### src/rtl/fpu_operand_prep.sv
// fpu_operand_prep: two-stage FP operand prep (single->double widen, NaN-box check, sign op, classify)
// Ports: clk/reset_n (async active-low), flush (sync drop of in-flight work),
//   in_valid/in_ready/in_ops/in_fmt/in_op/in_tag  : upstream transaction
//   out_valid/out_ready/out_ops/out_class/out_tag : prepared doubles, {snan,qnan,inf,zero,sub} per operand
module fpu_operand_prep #(
  parameter int NOPS = 3,
  parameter int TAGW = 6,
  parameter bit NANBOX_CHK = 1'b1
) (
  input  logic                 clk,
  input  logic                 reset_n,
  input  logic                 flush,
  input  logic                 in_valid,
  output logic                 in_ready,
  input  logic [NOPS*64-1:0]   in_ops,
  input  logic                 in_fmt,
  input  logic [2:0]           in_op,
  input  logic [TAGW-1:0]      in_tag,
  output logic                 out_valid,
  input  logic                 out_ready,
  output logic [NOPS*64-1:0]   out_ops,
  output logic [NOPS*5-1:0]    out_class,
  output logic [TAGW-1:0]      out_tag
);
  function automatic logic [4:0] clz23(input logic [22:0] f);
    logic [4:0] n;
    n = 5'd0;
    for (int k = 0; k < 23; k++) n = f[k] ? 5'(22 - k) : n;
    return n;
  endfunction

  // Single subnormals are renormalised: shift out the leading one, bias exponent down by lz.
  function automatic logic [63:0] widen(input logic [63:0] x, input logic fmt, input logic bad, input logic [4:0] lz);
    logic [7:0] e;
    logic [22:0] f, fs;
    logic [10:0] ew;
    e = x[30:23];
    f = x[22:0];
    fs = f << (lz + 5'd1);
    ew = e == 8'hFF ? 11'h7FF : e != 8'h0 ? {3'b0, e} + 11'd896 : f == 23'h0 ? 11'h0 : 11'd896 - {6'b0, lz};
    return !fmt ? x : bad ? 64'h7FF8_0000_0000_0000 : {x[31], ew, (e == 8'h0 && f != 23'h0) ? fs : f, 29'h0};
  endfunction

  function automatic logic [4:0] classify(input logic [63:0] v);
    logic eo, ez, fz;
    eo = &v[62:52];
    ez = ~|v[62:52];
    fz = ~|v[51:0];
    return {eo & ~fz & ~v[51], eo & v[51], eo & fz, ez & fz, ez & ~fz};
  endfunction

  logic                v1, v2, adv1, adv2;
  logic [NOPS*64-1:0]  ops1;
  logic                fmt1;
  logic [2:0]          op1;
  logic [TAGW-1:0]     tag1;
  logic [NOPS-1:0]     bad1, bad_n;
  logic [NOPS*5-1:0]   lz1, lz_n;
  logic [63:0]         cv [NOPS];
  logic [NOPS*64-1:0]  nxt_ops;
  logic [NOPS*5-1:0]   nxt_class;
  logic                sa, sb, ns;

  assign adv2 = ~v2 | out_ready;
  assign adv1 = ~v1 | adv2;
  assign in_ready = adv1;
  assign out_valid = v2;

  always_comb begin
    bad_n = '0;
    lz_n = '0;
    for (int i = 0; i < NOPS; i++) begin
      bad_n[i] = NANBOX_CHK && in_fmt && in_ops[64*i+32 +: 32] != 32'hFFFF_FFFF;
      lz_n[5*i +: 5] = clz23(in_ops[64*i +: 23]);
    end
  end

  always_comb begin
    for (int i = 0; i < NOPS; i++) cv[i] = widen(ops1[64*i +: 64], fmt1, bad1[i], lz1[5*i +: 5]);
    sa = cv[0][63];
    sb = cv[1][63];
    ns = op1 == 3'd1 ? ~sa : op1 == 3'd2 ? 1'b0 : op1 == 3'd3 ? sb : op1 == 3'd4 ? ~sb : op1 == 3'd5 ? sa ^ sb : sa;
    nxt_ops = '0;
    nxt_class = '0;
    for (int i = 0; i < NOPS; i++) begin
      nxt_ops[64*i +: 64] = i == 0 ? {ns, cv[0][62:0]} : cv[i];
      nxt_class[5*i +: 5] = classify(nxt_ops[64*i +: 64]);
    end
  end

  // Data regs load only with a valid transaction so idle outputs stay quiet.
  always_ff @(posedge clk or negedge reset_n) begin
    if (!reset_n) begin
      v1 <= 1'b0;
      v2 <= 1'b0;
      ops1 <= '0;
      fmt1 <= 1'b0;
      op1 <= '0;
      tag1 <= '0;
      bad1 <= '0;
      lz1 <= '0;
      out_ops <= '0;
      out_class <= '0;
      out_tag <= '0;
    end else begin
      if (flush) begin
        v1 <= 1'b0;
        v2 <= 1'b0;
      end else begin
        if (adv1) v1 <= in_valid;
        if (adv2) v2 <= v1;
      end
      if (adv1 && in_valid) begin
        ops1 <= in_ops;
        fmt1 <= in_fmt;
        op1 <= in_op;
        tag1 <= in_tag;
        bad1 <= bad_n;
        lz1 <= lz_n;
      end
      if (adv2 && v1) begin
        out_ops <= nxt_ops;
        out_class <= nxt_class;
        out_tag <= tag1;
      end
    end
  end
endmodule

### config.mk
export PLATFORM = sky130hd
export DESIGN_NAME = fpu_operand_prep
export DESIGN_NICKNAME = d
export VERILOG_FILES = /design/src/rtl/fpu_operand_prep.sv
export SDC_FILE = /design/constraint.sdc
export NUM_CORES = 1
export LEC_CHECK = 0
export ABC_CLOCK_PERIOD_IN_PS = 4400
export CAP_MARGIN = 40
export CORE_ASPECT_RATIO = 0.8
export CORE_UTILIZATION = 50
export CTS_BUF_LIST = sky130_fd_sc_hd__clkbuf_8
export DETAILED_ROUTE_END_ITERATION = 6
export GPL_TIMING_DRIVEN = 1
export MAX_ROUTING_LAYER = met4
export PLACE_DENSITY = 0.79
export REMOVE_ABC_BUFFERS = 1
export SYNTH_ARGS = -nofsm -noshare
export SYNTH_HDL_FRONTEND = slang
export SYNTH_SLANG_ARGS = --single-unit
### constraint.sdc
create_clock -name clk -period 4.4 [get_ports clk]
set_input_delay 0.66 -clock clk [delete_from_list [all_inputs] [get_ports clk]]
set_output_delay 0.66 -clock clk [all_outputs]
set_load 0.1 [all_outputs]
==> Word-level counts from Yosys, hierarchy flattened <==
Cells that the tools add are included.
{ "op_classes": {"n_mux": 96, "n_reduce_logical": 37, "eq_ne": 11, "n_bitwise": 28, "addsub": 9, "shift": 3} }
{ "op_table": {"columns": ["op", "count"], "rows": [
  ["64-bit two-way mux", 6],
  ["5-bit two-way mux", 69],
  ["52-bit OR reduction", 3],
  ["11-bit two-way mux", 9],
  ["32-bit inequality test, second input constant", 3],
  ["23-bit logical NOT", 3],
  ["23-bit two-way mux", 3],
  ["23-bit nonzero test", 3],
  ["23-bit by 5-bit left shift with 23-bit output", 3],
  ["8-bit by 10-bit adder with 11-bit output, second input constant", 3],
  ["11-bit AND reduction", 3],
  ["11-bit OR reduction", 3],
  ["10-bit by 5-bit subtractor with 11-bit output, first input constant", 3],
  ["8-bit equality test, second input constant", 3],
  ["8-bit logical NOT", 3],
  ["8-bit nonzero test", 3],
  ["1-bit AND", 18],
  ["5-bit by 1-bit adder with 5-bit output, second input constant", 3],
  ["1-bit two-way mux", 9],
  ["1-bit logical AND", 8],
  ["1-bit inverter", 7],
  ["3-bit by 2-bit equality test with 1-bit output, second input constant", 2],
  ["3-bit equality test, second input constant", 2],
  ["1-bit logical NOT", 6],
  ["other kinds (4)", 6]
]} }
{ "totals": {"elab_cells": 195, "regBits": 435, "output_inout_bits": 215} }

==> Longest topological paths before layout <==
Gate-level depths: netlist (run 1).
{ "logic_depth": {"depth_word": 23, "mapped_depth": 16, "depth_no_buf": 11} }

==> Worst setup path after synthesis (run 1) <==
OpenSTA, ideal clock, no wires.
{ "synth_path": {"path_kind": "flip-flop to flip-flop", "from": "register lz1[10]", "to": "register out_class[10]", "t_arrival_ps": 4577, "t_required_ps": 4278, "path_buffers": 5, "setup_ps": 122, "slack_ps": -299, "stages_incl_launch_ff": 17, "path_cell_list": "dfrtp_1 buf_2 buf_1 clkbuf_1 inv_1 ha_1 buf_1 clkbuf_1 mux4_2 mux2i_1 o211a_1 o21ai_0 a2111oi_0 nand4b_1 nor4_1 nand4_1 a22o_1"} }
{ "synth_via": {"elab_chain_len": 9, "word_cells_on_any_way": 13, "cone_classes": "add/sub: 2; shift: 1; mux: 6; bitwise: 1; reduce/logical: 3"} }
{ "synth_lines": {"columns": ["element", "line", "rtl"], "rows": [
  ["from (decl)", "58", "logic [NOPS*5-1:0] lz1, lz_n;"],
  ["from (signal assigned)", "119", "lz1 <= lz_n;"],
  ["branches (longest 4 deep; another with 5-bit by 1-bit adder with 5-bit output)", null, null],
  ["64-bit two-way mux (*) (2 in a row)", "41", "return !fmt ? x : bad ? 64'h7FF8_0000_0000_0000 : {x[31], ew, (e == 8'h0 && f != 23'h0) ? fs : f, 29'h0};"],
  ["branches (longest 2 deep; another with 52-bit OR reduction)", null, null],
  ["1-bit AND (*)", "49", "return {eo & ~fz & ~v[51], eo & v[51], eo & fz, ez & fz, ez & ~fz};"],
  ["to (signal assigned)", "123", "out_class <= nxt_class;"],
  ["to (decl)", "22", "output logic [NOPS*5-1:0] out_class,"]
]} }
Every way passes the cells marked *.
A chain may end at the register's enable or synchronous reset.

==> Worst setup path after layout (run 1) <==
{ "layout_path": {"from": "register lz1[5]", "to": "register out_class[9]"} }
{ "layout_via": {"elab_chain_len": 9, "word_cells_on_any_way": 14, "cone_classes": "add/sub: 2; shift: 1; mux: 6; bitwise: 3; reduce/logical: 2"} }
{ "layout_lines": {"columns": ["element", "line"], "rows": [
  ["branches (longest 4 deep; another with 5-bit by 1-bit adder with 5-bit output)", null],
  ["64-bit two-way mux (*) (2 in a row)", "41"],
  ["branches (longest 2 deep; another with 52-bit OR reduction)", null],
  ["1-bit AND (*)", "49"]
]} }
Marked as above.

==> flow_summary.json, run 1 <==
{
  "post-place-ws_ns": 0.133,
  "rsz0062_at_grt": "no",
  "place_area_sq_mm": 0.0327,
  "placementRows": 70,
  "timing.critical_path.fanout_max": 11,
  "port_buffers": 421,
  "antenna_found_initial": 3,
  "critPathCaptureType": "flop",
  "synth_cell_types": 87,
  "ff_latch_area_sq_mm": 0.0109,
  "hold_violations": 0,
  "grt_pass1_vias": 27600,
  "gp_congestion": 1.06,
  "drc": 0,
  "max_cap_violations": 0,
  "grt.total_usage": 0.458,
  "stdcell_count": 4146,
  "cts_sinks": 435,
  "worstMarginPinSlew_ns": 0.937,
  "critical_path.slowest_cell": "dfrtp_1",
  "required_ns": 4.98,
  "peakVddDrop_mv": 0.479,
  "setup_slack_ns": 0.181,
  "ant_nets": 0,
  "synth_edf_count": 0,
  "slew_violations": 0,
  "crit_type": "flop to flop",
  "grt_pass1_wl_mm": 163,
  "avgSynthCellArea_sq_um": 8.33,
  "crit_path_max_incr_delay_ns": 0.53,
  "layout_commonest_cell": "nand2_1",
  "status": "completed",
  "place_inst": 4013,
  "numCtsBuffers": 71,
  "grt_max_degree": 101,
  "skew_ns": 0.0214,
  "initial_core_util": 0.513,
  "clockBufferDepth": 3,
  "die-area_sq_mm": 0.0483,
  "dp_hpwl_mm": 76.6,
  "period_needed_ns": 4.22,
  "die_w_microns": 245,
  "start_kind": "flop",
  "final_layout_size_suffix_gt1_frac": 0.153,
  "path_clk_slew_ns": 0.07,
  "hold_path_class": "input pin to asynchronous set/reset pin",
  "drtPass1Iterations": 7,
  "async_reset_ff_frac": 1.00,
  "ys_ff_latch": 435,
  "cts_tree": "yes",
  "synth_ff_type": "dfrtp_1",
  "syn-instance-count": 2846,
  "fin_crit_sh": 0.959,
  "nets": 3687,
  "fill_cells": 2999,
  "p_per_area_mw_per_mm2": 465,
  "seq_area_frac_synth": 0.459,
  "fmax_mhz": 237,
  "area_growth_pct": 44.5,
  "clock-root-buffer": "clkbuf_8",
  "grt_overflow_total": 0,
  "slew_headroom": 0.369,
  "layout_common_cells": "nand2_1, dfrtp_1, clkdlybuf4s50_1",
  "core-area_sq_mm": 0.0462,
  "clk_latency_ns": 0.69,
  "crit_chain": "inv_1 -> ha_2 -> buf_4 -> mux4_2 -> mux2_2 -> o21ba_2 -> a2111oi_0 -> buf_1 -> a2111oi_1 -> nand4b_1 -> or4_4 -> or3b_4 -> a32o_1",
  "ioPinCount": 422,
  "viasPerCell": 6.59,
  "multi_input_area_sq_mm": 0.0119,
  "p_leak_uw": 0.0154,
  "cts_setup_buffers": 0,
  "die_height_microns": 197,
  "netlist_area_sq_mm": 0.0237,
  "wl_per_cell_microns": 26.0,
  "vias": 27300,
  "finalWirelength_mm": 108,
  "htree_levels": 3,
  "synth_warnings": 0,
  "setup_viol": 0,
  "arrival_ns": 4.80,
  "final_area_sq_mm": 0.0343,
  "drt_iter0_markers": 4024
}
per-stage QoR:
| stage | utilization | setup TNS [ns] | hold slack, ns | power [uW] |
|---|---|---|---|---|
| after floorplan | - | -912.87 | 0.364 | 8700 |
| after global placement | 0.624 | 0 | 0.449 | 10500 |
| after detailed placement | 0.707 | 0 | 0.457 | 11800 |
| after CTS | 0.741 | 0 | 0.0496 | 15800 |
| after global routing | 0.741 | 0 | 0.0833 | 16400 |
| final | 0.741 | 0 | 0.0494 | 15900 |
cell usage after synthesis, drive strengths merged (22+ instances only):
cell    instances  area share
mux2i          23      0.0097
a21oi          97       0.021
nand3          29      0.0061
nand2        1066        0.17
nor4           48       0.014
nor3           42      0.0089
mux2           22       0.010
nor2          132       0.021
buf            39      0.0089
clkbuf        152       0.024
mux4           47       0.045
inv            34      0.0054
dfrtp         435        0.46
a22o           22      0.0081
o21ai         228       0.048
a31oi          29      0.0077
nand4          43       0.011
path summary, 6_finish.rpt:
| path | startpoint | to | slack (ns) | cells past startpoint |
|---|---|---|---|---|
| worst max-delay path | lz1[5] | out_class[9] | 0.18 | 13 |
| worst min-delay path | reset_n | ops1[102] | 0.05 | 1 |
| worst max register to register | lz1[5] | out_class[9] | 0.18 | 13 |
| worst min register to register | ops1[117] | ops1[117] | 0.47 | 2 |
| max in group asynchronous | reset_n | out_ops[28] | 3.28 | 2 |
| min in group clk | ops1[117] | ops1[117] | 0.47 | 2 |
kinds of logic (layout without fill, tap and decap cells):
| family | after synthesis | in the layout | share of synthesized area |
|---|---|---|---|
| buf+inv | 226 | 910 | 0.0386 |
| simple gates | 1457 | 1457 | 0.259 |
| xor+xnor | 29 | 29 | 0.0107 |
| mux | 92 | 92 | 0.0648 |
| flops | 435 | 435 | 0.459 |
| other cells | 0 | 4 | 0 |
| compound gates | 601 | 601 | 0.164 |
| fa+ha+maj | 6 | 6 | 0.00317 |
where the power goes:
part	internal (uW)	total, uW	switching, uW
Sequential	4490	5020	527
Clock	2130	3960	1830
Combinational	2540	6950	4410
Total	9160	15900	6770
routing by layer:
layer / routed length (microns) / vias to the layer above / GRT usage
met5: 0 / - / -
met4: 6390 / 0 / 0.224
met3: 13500 / 622 / 0.134
met2: 48800 / 2372 / 0.692
met1: 39000 / 13200 / 0.562
li1: - / 11200 / -
sequential cells by signal, summed over array words and instances, names as in the netlist:
signal / flops
lz1: 15
v1: 1
ops1: 192
out_ops: 192
out_valid: 1
fmt1: 1
out_tag: 6
op1: 3
out_class: 15
tag1: 6
bad1: 3
final cells by class:
type	count	share of cell area
Antenna cell	4	0.000292
Clock buffer	95	0.0382
Clock inverter	34	0.00760
Inverter	35	0.00391
Multi-Input combinational cell	2185	0.348
Sequential cell	435	0.318
Tap cell	612	0.0223
Timing Repair Buffer	746	0.262
worst max-delay path: cells and delay by family (launching register included):
family / cells / cell delay (ns)
adders and majority gates: 1 / 0.47
buffers and inverters: 3 / 0.52
DFF: 1 / 0.53
muxes: 2 / 0.60
and+or+nand+nor: 3 / 1.00
AOI/OAI and AO/OA: 4 / 1.01
what timing repair did:
item / CTS / global route
setup endpoints to repair: 0 / 3
hold buffers: 0 / 0
gates resized for setup: 0 / 2
No activity file was read; power rests on OpenSTA's default activity.
==> run 2, diff against run 1 <==
--- a/config.mk
+++ b/config.mk
@@ -10,6 +10,7 @@
 export CORE_ASPECT_RATIO = 0.8
 export CORE_UTILIZATION = 50
 export CTS_BUF_LIST = sky130_fd_sc_hd__clkbuf_8
+export CTS_CLUSTER_SIZE = 20
 export DETAILED_ROUTE_END_ITERATION = 6
 export GPL_TIMING_DRIVEN = 1
 export MAX_ROUTING_LAYER = met4
==> run 2 against run 1 <==
Effect of this change:
- final cell count about the same
- via count shrank 0.62%
- first-iteration DRC count down 4.4%
- clock power about the same
- non-clock buffer count is the same
- worst setup slack better by 0.018 ns
- clock-buffer cell count shrank 2
- largest cell class unchanged
==> flow_summary.json, run 2 (synthesis results as in run 1) <==
{
  "die-area_sq_mm": 0.0483,
  "timing.critical_path.fanout_max": 11,
  "drt_iter0_markers": 3847,
  "grt_pass1_vias": 27500,
  "postCtsHoldBufs": 0,
  "hold_violations": 0,
  "rsz0062_at_grt": "no",
  "p_leak_uw": 0.0155,
  "drtPass1Iterations": 7,
  "final_area_sq_mm": 0.0343,
  "clk_latency_ns": 0.68,
  "cts_tree": "yes",
  "place_area_sq_mm": 0.0327,
  "slew_headroom": 0.377,
  "numCtsBuffers": 71,
  "clockBufferDepth": 3,
  "period_needed_ns": 4.20,
  "drc": 0,
  "nets": 3687,
  "grt_max_degree": 101,
  "status": "completed",
  "layout_common_cells": "nand2_1, dfrtp_1, clkdlybuf4s50_1",
  "die_height_microns": 197,
  "grt.total_usage": 0.456,
  "dp_hpwl_mm": 76.6,
  "worstMarginPinSlew_ns": 0.911,
  "placementRows": 70,
  "area_growth_pct": 44.5,
  "viasPerCell": 6.56,
  "gp_congestion": 1.06,
  "start_kind": "flop",
  "hold_path_class": "input pin to asynchronous set/reset pin",
  "fmax_mhz": 238,
  "path_clk_slew_ns": 0.07,
  "grt_overflow_total": 0,
  "crit_type": "flop to flop",
  "vias": 27200,
  "htree_levels": 3,
  "finalWirelength_mm": 107,
  "slew_violations": 0,
  "top_regs": "ops1 (192), out_ops (192)",
  "wl_per_cell_microns": 25.9,
  "initial_core_util": 0.513,
  "required_ns": 4.97,
  "max_cap_violations": 0,
  "setup_viol": 0,
  "p_per_area_mw_per_mm2": 465,
  "ioPinCount": 422,
  "core-area_sq_mm": 0.0462,
  "cts_sinks": 435,
  "fin_crit_sh": 0.955,
  "clock-root-buffer": "clkbuf_8",
  "arrival_ns": 4.77,
  "final_layout_size_suffix_gt1_frac": 0.152,
  "peakVddDrop_mv": 0.483,
  "grt_pass1_wl_mm": 163,
  "layout_commonest_cell": "nand2_1",
  "whs_ns": 0.0538,
  "antenna_found_initial": 2,
  "die_w_microns": 245,
  "port_buffers": 421,
  "critPathCaptureType": "flop",
  "skew_ns": 0.0223,
  "ant_nets": 0
}
[run 2: cell types whose count changed in the layout (fill, tap and decap cells not counted), sizes merged]
cell | previous run | this run
bufinv | 3 | 4
inv | 50 | 53
clkbuf | 95 | 93
clkinv | 11 | 12
clkinvlp | 5 | 2
diode | 4 | 3
[run 2: power breakdown]
part / total [uW] / internal [uW] / leakage (uW) / switching [uW]
sequential: 5020 / 4490 / 0.00546 / 524
combinational: 6950 / 2540 / 0.00912 / 4410
clock: 3950 / 2150 / 0.000872 / 1810
[run 2: cell type report]
class	instances	area, sq um
Antenna cell	3	7.51
Sequential cell	435	10900
Tap cell	612	766
Inverter	35	134
Fill cell	2995	12000
Clock buffer	93	1280
Clock inverter	36	284
Multi-Input combinational cell	2185	11900
Timing Repair Buffer	746	8960
[run 2: routing by layer]
layer | up-vias | wire length, microns | GRT usage
li1 | 11200 | - | -
met2 | 2379 | 48800 | 0.690
met5 | - | 0 | -
met4 | 0 | 6160 | 0.218
met3 | 605 | 13700 | 0.134
met1 | 13000 | 38800 | 0.560
[run 2: through the flow]
| step | setup slack (ns) | power [uW] | cells | setup TNS [ns] | util |
|---|---|---|---|---|---|
| 2_1_floorplan | -3.19 | 8700 | 2655 | -912.87 | - |
| 3_3_place_gp | 0.286 | 10500 | 3794 | 0 | 0.624 |
| 3_5_place_dp | 0.133 | 11800 | 4013 | 0 | 0.707 |
| 4_1_cts | 0.125 | 15800 | 4142 | 0 | 0.741 |
| 5_1_grt | 0.00246 | 16400 | 4145 | 0 | 0.741 |
| 6_report | 0.199 | 15900 | 4145 | 0 | 0.741 |
[run 2: final timing paths]
check                               start            to  slack [ns]  cells after the start
worst max register to register     lz1[5]  out_class[9]        0.20                     13
worst min-delay path              reset_n     ops1[102]        0.05                      1
max in group asynchronous         reset_n   out_ops[28]        3.27                      2
min in group clk                ops1[117]     ops1[117]        0.47                      2
worst max-delay path               lz1[5]  out_class[9]        0.20                     13
worst min register to register  ops1[117]     ops1[117]        0.47                      2
[run 2: what timing repair did]
action	4_1_cts	5_1_grt
resized for setup	0	2
buffers inserted	0	0
endpoints found under the setup margin	0	3
[run 2: critical path, cell delays in order (launching register included)]
cell and delay, ns:
dfrtp_1 0.53, inv_1 0.18, ha_2 0.47, buf_4 0.16, mux4_2 0.30, mux2_2 0.30, o21ba_2 0.23, a2111oi_0 0.07
buf_1 0.17, a2111oi_1 0.44, nand4b_1 0.15, or4_4 0.44, or3b_4 0.40, a32o_1 0.26
